[src/rtl/mux16_rr_arbiter.sv]
// Shares one registered WIDTH-bit output path between NREQ requesters, with round-robin
// arbitration and a bounded bus-lock. Define MUX16_ARB_FIXED_PRIO_EN for fixed priority.
module mux16_rr_arbiter #(
   parameter int NREQ     = 4,
   parameter int WIDTH    = 16,
   parameter int HOLD_MAX = 8
) (
   input  logic                      clk,
   input  logic                      rst_n,
   input  logic [NREQ-1:0]           req,
   input  logic [NREQ*WIDTH-1:0]     data_in,
   output logic [NREQ-1:0]           gnt,
   output logic                      out_valid,
   output logic [WIDTH-1:0]          out_data,
   output logic [$clog2(NREQ)-1:0]   out_id
);

   localparam int IDW = $clog2(NREQ);
   localparam int CW  = $clog2(HOLD_MAX + 1);
   localparam logic [CW-1:0] HOLD_LIM = CW'(HOLD_MAX);

   typedef enum logic {
      ST_IDLE,
      ST_OWN
   } state_t;

   typedef struct packed {
      logic           found;
      logic [IDW-1:0] idx;
   } pick_t;

   // First set bit of mask, scanning upward from start and wrapping at NREQ.
   function automatic pick_t arb_pick(input logic [NREQ-1:0] mask,
                                      input logic [IDW-1:0]  start);
      pick_t r;
      int    idx;
      r = '0;
      for (int k = 0; k < NREQ; k++) begin
         idx = (int'(start) + k) % NREQ;
         if (!r.found && mask[idx]) begin
            r.found = 1'b1;
            r.idx   = IDW'(idx);
         end
      end
      return r;
   endfunction

   function automatic logic [IDW-1:0] wrap_inc(input logic [IDW-1:0] i);
      return (int'(i) == NREQ - 1) ? '0 : i + 1'b1;
   endfunction

   state_t               state_q, state_d;
   logic [IDW-1:0]       owner_q, owner_d;
   logic [IDW-1:0]       ptr_q, ptr_d;
   logic [CW-1:0]        cnt_q, cnt_d;
   logic [NREQ-1:0]      gnt_q, gnt_d;
   logic                 out_valid_q, out_valid_d;
   logic [WIDTH-1:0]     out_data_q, out_data_d;
   logic [IDW-1:0]       out_id_q, out_id_d;

   logic [NREQ-1:0]      owner_mask;
   logic                 own_req;
   logic [WIDTH-1:0]     sel_data;
   pick_t                win;
   logic                 take;

   assign owner_mask = NREQ'(1) << owner_q;
   assign own_req    = |(req & owner_mask);

   // Select fabric: route the current owner's data word toward the output register.
   always_comb begin
      sel_data = '0;
      for (int i = 0; i < NREQ; i++) begin
         if (owner_q == IDW'(i)) sel_data = data_in[i*WIDTH +: WIDTH];
      end
   end

   // NOTE: every signal gets a default first so no path through the case infers a latch.
   always_comb begin
      state_d = state_q;
      owner_d = owner_q;
      ptr_d   = ptr_q;
      cnt_d   = cnt_q;
      win     = '0;
      take    = 1'b0;

      case (state_q)
         ST_IDLE: begin
            win  = arb_pick(req, ptr_q);
            take = win.found;
         end
         ST_OWN: begin
            if (!own_req) begin
               win  = arb_pick(req, ptr_q);
               take = win.found;
               if (!win.found) begin
                  state_d = ST_IDLE;
                  cnt_d   = '0;
               end
            end else if (cnt_q < HOLD_LIM) begin
               cnt_d = cnt_q + 1'b1;
            end else begin
               // Hold limit reached: owner yields only if someone else is waiting.
               win  = arb_pick(req & ~owner_mask, ptr_q);
               take = win.found;
               if (!win.found) cnt_d = CW'(1);
            end
         end
         default: begin
            state_d = ST_IDLE;
         end
      endcase

      if (take) begin
         state_d = ST_OWN;
         owner_d = win.idx;
         cnt_d   = CW'(1);
`ifdef MUX16_ARB_FIXED_PRIO_EN
         ptr_d   = '0;
`else
         ptr_d   = wrap_inc(win.idx);
`endif
      end

      gnt_d = (state_d == ST_OWN) ? (NREQ'(1) << owner_d) : '0;
   end

   // Output word reflects the grant that was live at the edge, if its owner still requested.
   always_comb begin
      out_valid_d = |(gnt_q & req);
      out_data_d  = out_data_q;
      out_id_d    = out_id_q;
      if (out_valid_d) begin
         out_data_d = sel_data;
         out_id_d   = owner_q;
      end
   end

   // NOTE: sequential state uses non-blocking assignments so all flops update together.
   always_ff @(posedge clk or negedge rst_n) begin
      if (!rst_n) begin
         state_q     <= ST_IDLE;
         owner_q     <= '0;
         ptr_q       <= '0;
         cnt_q       <= '0;
         gnt_q       <= '0;
         out_valid_q <= 1'b0;
         out_data_q  <= '0;
         out_id_q    <= '0;
      end else begin
         state_q     <= state_d;
         owner_q     <= owner_d;
         ptr_q       <= ptr_d;
         cnt_q       <= cnt_d;
         gnt_q       <= gnt_d;
         out_valid_q <= out_valid_d;
         out_data_q  <= out_data_d;
         out_id_q    <= out_id_d;
      end
   end

   assign gnt       = gnt_q;
   assign out_valid = out_valid_q;
   assign out_data  = out_data_q;
   assign out_id    = out_id_q;

endmodule

[config.mk]
export PLATFORM = sky130hd
export DESIGN_NAME = mux16_rr_arbiter
export DESIGN_NICKNAME = d
export VERILOG_FILES = /design/src/rtl/mux16_rr_arbiter.sv
export SDC_FILE = /design/constraint.sdc
export NUM_CORES = 1
export LEC_CHECK = 0
export ABC_CLOCK_PERIOD_IN_PS = 1890
export BUFFER_PORTS_ARGS = -buffer_cell sky130_fd_sc_hd__buf_4
export CAP_MARGIN = 0
export CORE_MARGIN = 4
export CORE_UTILIZATION = 45
export CTS_BUF_LIST = sky130_fd_sc_hd__clkbuf_8
export DETAILED_ROUTE_END_ITERATION = 6
export PLACE_DENSITY = 0.79
export SYNTH_ARGS = -nofsm -noshare
export SYNTH_HDL_FRONTEND = slang
export SYNTH_SLANG_ARGS = --single-unit
[constraint.sdc]
create_clock -name clk -period 1.89 [get_ports clk]
set_input_delay 0.189 -clock clk [delete_from_list [all_inputs] [get_ports clk]]
set_output_delay 0.189 -clock clk [all_outputs]
set_load 0.01 [all_outputs]
# After elaboration in Yosys (flattened, before gate mapping)
# Index checks and enable logic that the tools add are counted.
dict set report totals {
  register_bits 32
  output_inout_bits 23
  word_cells 139
  mem_bits_ro 0
  latchBits 0
  in_bits 70
  ramBits 0
  n_memories 0
}
dict set report op_classes {
  eq_ne 6
  n_div 0
  n_addsub 5
  multipliers 0
  n_reduce_logical 26
  shifts 2
  n_bitwise 8
  mux 79
  n_lt_le_gt_ge 5
}
# operator count
set ops {}
lappend ops {{2-to-1 mux 3 bit} 34}
lappend ops {{2-to-1 mux 16 bit} 4}
lappend ops {{2-to-1 mux 4 bit} 7}
lappend ops {{2-to-1 mux 1 bit} 20}
lappend ops {{binary-select mux 1 bit (select 2 bit)} 8}
lappend ops {{bitwise AND 4 bit} 3}
lappend ops {{< comparator 3 x 4 -> 1 bit, second input constant} 3}
lappend ops {{logical AND 1 bit} 9}
lappend ops {{logical NOT 1 bit} 9}
lappend ops {{2-to-1 mux 2 bit} 4}
lappend ops {{OR reduction 4 bit} 2}
lappend ops {{left shift 1 x 2 -> 4 bit, first input constant} 2}
lappend ops {{OR reduction 2 bit} 3}
lappend ops {{adder 2 x 1 -> 2 bit, second input constant} 2}
lappend ops {{adder 2 bit, second input constant} 2}
lappend ops {{adder 4 x 1 -> 4 bit, second input constant} 1}
lappend ops {{equality test 2 x 1 -> 1 bit, second input constant} 2}
lappend ops {{equality test 2 bit, second input constant} 2}
lappend ops {{< comparator 4 bit, second input constant} 1}
lappend ops {{inequality test 4 bit, second input constant} 1}
lappend ops {{NOT 4 bit} 1}
lappend ops {{case mux 2 bit (2 select lines)} 1}
lappend ops {{bitwise AND 1 bit, first input constant} 3}
lappend ops {{< comparator 2 x 3 -> 1 bit, second input constant} 1}
lappend ops {{other kinds (6)} 6}

# Depth between registers and ports, before layout
dict set report logic_depth {
  depth_word 33
  mapped_depth 8
  depth_no_buf 6
}

# Worst setup path before layout
# Ideal clock, no wire load.
dict set report synth_path {
  path_kind {register to register}
  startpoint {reg owner_q[0]}
  endpoint {reg gnt_q[2], in the netlist gnt[2]}
  t_required_ns 1.789
  path_slack_ns -0.093
  arrival_ns 1.882
  synth_period_minus_slack_ns 1.983
  stages_incl_launch_ff 9
  path_cell_list {dfrtp_1 > buf_4 > buf_12 > mux2i_2 > o22ai_4 > o211ai_1 > or4_4 > and2_4 > o32ai_1}
}
dict set report synth_via {
  elab_chain_cells 33
  word_cells_on_any_way 50
}
# item line_no
set synth_rtl {}
lappend synth_rtl {{from (decl)} 53} ;# logic [IDW-1:0] owner_q, owner_d;
lappend synth_rtl {{from (signal assigned)} 152} ;# owner_q <= owner_d;
lappend synth_rtl {{left shift 1 x 2 -> 4 bit} 67} ;# assign owner_mask = NREQ'(1) << owner_q;
lappend synth_rtl {{NOT 4 bit} 104} ;# win = arb_pick(req & ~owner_mask, ptr_q);
lappend synth_rtl {{bitwise AND 4 bit} 104}
lappend synth_rtl {{binary-select mux 1 bit (select 2 bit)} 40} ;# if (!r.found && mask[idx]) begin
lappend synth_rtl {{2-to-1 mux 1 bit (not written as such)} 40}
lappend synth_rtl {{2-to-1 mux 3 bit} 40}
lappend synth_rtl {{2-to-1 mux 3 bit} 100} ;# end else if (cnt_q < HOLD_LIM) begin
lappend synth_rtl {{2-to-1 mux 3 bit} 93} ;# if (!own_req) begin
lappend synth_rtl {{[18 not listed]} n/a}
lappend synth_rtl {{2-to-1 mux 3 bit} 87} ;# case (state_q)
lappend synth_rtl {{2-to-1 mux 2 bit / 2-to-1 mux 1 bit (equally long branches)} 100}
lappend synth_rtl {{2-to-1 mux 2 bit / 2-to-1 mux 1 bit (equally long branches)} 93}
lappend synth_rtl {{case mux 2 bit (2 select lines) / case mux 1 bit (2 select lines) (equally long branches)} 87}
lappend synth_rtl {{2-to-1 mux 2 bit} 114} ;# if (take) begin
lappend synth_rtl {{left shift 1 x 2 -> 4 bit} 125} ;# gnt_d = (state_d == ST_OWN) ? (NREQ'(1) << owner_d) : '0;
lappend synth_rtl {{2-to-1 mux 4 bit *} 125}
lappend synth_rtl {{via gnt_d[2]} 56} ;# logic [NREQ-1:0] gnt_q, gnt_d;
lappend synth_rtl {{to (signal assigned)} 155} ;# gnt_q <= gnt_d;
lappend synth_rtl {{to (decl)} 56}
# Mark *: on every way through the listed nets, which the timed path passes. The rest lies on a longest branch. The select of a mux whose other input is x is not followed.
# A chain may end at the register's enable or synchronous reset.

# Final worst setup path
dict set report layout_path {
  startpoint {reg owner_q[0]}
  endpoint {reg gnt_q[3], in the netlist gnt[3]}
}
# The elaborated chain is that of the path after synthesis.

==> impl_metrics.csv <==
group,metric,value,unit
critical_path,max_stage_delay,0.56,ns
cts,ctsHtreeMaxLevel,2,
critical_path,reg2reg_slack,-0.15,ns
critical_path,crit_path_start,"owner_q[0]",
place,postPlaceCellArea,3110,sq um
global_routing,track_usage,21.9,%
synthesis,synth_area_leaders,"dfrtp_1, mux4_2, mux2_2, mux2i_1, a21oi_1",
synthesis,synth_area,2190,sq um
global_routing,grt_pass1_wl,10400,um
die,std_cell_rows,25,
global_routing,grt-ovfl-total,0,
critical_path,cp_slowest_cell,"or4_4",
outcome,outcome,"complete, but fails checks",
sta,fin_skew,0.0128,ns
finish,fillCellCount,338,
cts,cts_max_path_buffers,2,
finish,design_area,3390,sq um
finish,diodes,0,
critical_path,cp.depth,7,
cts,clock_latency,0.29,ns
cts,cts_buffers,5,
synthesis,synth-async-reset-ratio,100,%
synthesis,syn_avg_cell_area,11.6,sq um
synthesis,yosysMostFrequentCell,"dfrtp_1",
critical_path,path_buf_inv,1,
flow_run,cap_violations,0,
hold_path,holdCritPathClass,"input port to flip-flop",
die,dieArea,6040,sq um
finish,multi_input_area,1410,sq um
drt,drc,0,
critical_path,cp.required,2.10,ns
global_routing,grt_max_degree,33,
finish,drive_above_1_share,64.1,%
critical_path,worstSetupPathType,"flip-flop to flip-flop",
critical_path,cp-endpoint,"gnt[3]",
die,ios,93,
synthesis,ys_seq_area_share,36.6,%
finish,finalNetCount,379,
synthesis,synth_nets,260,
synthesis,synth.top_cell.area_share,36.6,%
critical_path,r2r_end,"gnt[3]",
synthesis,netlist_top_cells_count,"dfrtp_1, mux2_2, mux4_2, nand2_1, a21oi_1",
sta,setup_ws,-0.152,ns
cts,clkTransAtPathRegs,0.08,ns
die,floorplan.initialDensity,46.3,%
global_routing,grt_antenna_before_repair,0,
sta,setup_violations,7,
finish,seqCellArea,805,sq um
power_and_ir_drop,p_leak,1.55,nW
sta,fmaxAchievable,490,MHz
place,hpwl,4960,um
global_routing,grt_pass1_vias,2200,
die,core,4720,sq um
power_and_ir_drop,max-vdd-ir-drop,0.774,mV
drt,dr.pass1.iters,4,
drt,wl_per_cell,17.9,um
cts,cts-root-buf,"clkbuf_8",
place,portBuffers,92,
die,fp.dieH,77.7,um
synthesis,synth.distinct_cells,54,
critical_path,r2r-start,"owner_q[0]",
synthesis,synth.ff_latch_count,32,
critical_path,path_max_fanout,6,
sta,finalCritPeriodShare,108,%
drt,postRouteAntennaNets,0,
sta,hold_ws,0.347,ns
sta,finalSetupTns,-0.698,ns
cts,clock_sinks,32,
critical_path,startpoint_type,"flip-flop",
critical_path,crit_arrival,2.26,ns
place,gp_congestion,0.891,
power_and_ir_drop,powerDensity,1610,nW/um^2
drt,vias,2133,
critical_path,path_cells,"buf_6, nor2b_2, a32oi_1, and3b_1, or4_4, and2_4, o22ai_2",
drt,vias_per_cell,5.67,
cts,cts_tree,"yes",
synthesis,synth_edf_count,0,
drt,wl,6720,um
critical_path,critPathTopFamily,"simple AND/OR/NAND/NOR gates",
finish,area_growth,55.0,%
outcome,violations,"negative setup slack",
die,die_w,77.7,um
drt,drt_iter0_drc,175,
sta,final_max_slew_viol_count,0,
synthesis,ys.flop_type,"dfrtp_1",
critical_path,r2r_cells,7,
synthesis,syn_inst,189,
sta,relSlewSlack,73.1,%
critical_path,endpoint_kind,"flip-flop",
sta,hold_viol,0,
sta,worst_slew_pin_slew,0.403,ns
sta,rsz0062_at_grt,"true",
sta,period_needed,2.04,ns
synthesis,synth_warnings,0,
synthesis,synth_largest_area_cell,"dfrtp_1",
power breakdown:
group | leakage, nW | switching (mW) | internal, mW
clock network | 0.0479 | 0.278 | 0.256
registers | 0.379 | 0.253 | 1.03
logic | 1.12 | 1.63 | 2.01
final cells by class:
cell class	instances	area share [%]
Clock buffer	5	2.03
Clock inverter	3	0.554
Inverter	7	0.775
Multi-Input combinational cell	134	41.5
Sequential cell	32	23.7
Tap cell	67	2.47
Timing Repair Buffer	128	28.9
stage by stage:
stage	worst slack [ns]	total power, mW	utilization [%]	instances
after floorplan	-0.0311	3.23	-	189
after detailed placement	-0.153	4.45	65.7	364
final	-0.152	5.45	71.7	376
after global routing	-0.210	5.81	71.7	376
after CTS	-0.0899	5.18	69.4	374
after global placement	-0.162	4.36	65.7	364
how the worst min path moves through the flow:
| stage | end | startpoint | depth (start not counted) |
|---|---|---|---|
| 2_1_floorplan | cnt_q[0] | rst_n | 0 |
| 5_1_grt | out_data[10] | data_in[42] | 3 |
| 3_5_place_dp | out_data[1] | rst_n | 1 |
| 6_report | out_data[5] | data_in[5] | 3 |
| 3_3_place_gp | out_data[1] | rst_n | 1 |
| 4_1_cts | out_data[5] | data_in[21] | 3 |
timing repair:
action	in CTS	in global routing
hold endpoints to repair	32	0
pin swaps	13	2
endpoints found under the setup margin	8	9
hold buffers	1	0
resized for setup	17	19
setup buffers	2	2
per-layer routing:
layer	part of all wire (%)	vias up	wire length (um)	global-route usage [%]
met1	37	1065	2470	26.6
met2	55	78	3720	38.3
li1	-	974	-	-
met5	0	-	0	0
met4	2.7	0	184	8.36
met3	5.1	16	345	4.06
worst reg2reg max path, cell delays in order (launching register included):
cell and delay, ns:
dfrtp_2 0.48, buf_6 0.17, nor2b_2 0.13, a32oi_1 0.11
and3b_1 0.22, or4_4 0.56, and2_4 0.17, o22ai_2 0.12
cell usage in the layout, fill, tap and decap left out, drive strengths merged, types with 2 or more instances in the layout:
master and count:
inv 7, nor4 2, xor2 2, a22o 2
nand2b 2, dfrtp 32, nor2b 4, o211ai 3
a22oi 2, o22ai 4, a21oi 10, clkinv 3
clkbuf 5, a221oi 2, nor2 6, o32ai 2
nand3b 3, mux2i 8, o21ai 8, or4 2
mux4 16, buf 127, nand2 12, mux2 19
nor3 2, and2 2
cells by family (layout without fill, tap and decap cells):
family	Yosys count	in the layout	synth area share [%]
and+or+nand+nor	39	39	9.79
xor gates and xnor gates	3	3	1.20
adders and majority gates	1	1	0.572
buffers and inverters	23	143	5.55
muxes	43	43	30.1
AOI/OAI and AO/OA	48	48	16.1
DFF	32	32	36.6
state kept, by name, summed over array words and instances (netlist names):
name,cells
out_data,16
cnt_q,4
gnt,4
out_id,2
owner_q,2
ptr_q,2
out_valid,1
state_q,1
Note: power is estimated with default switching activity, not from simulation.
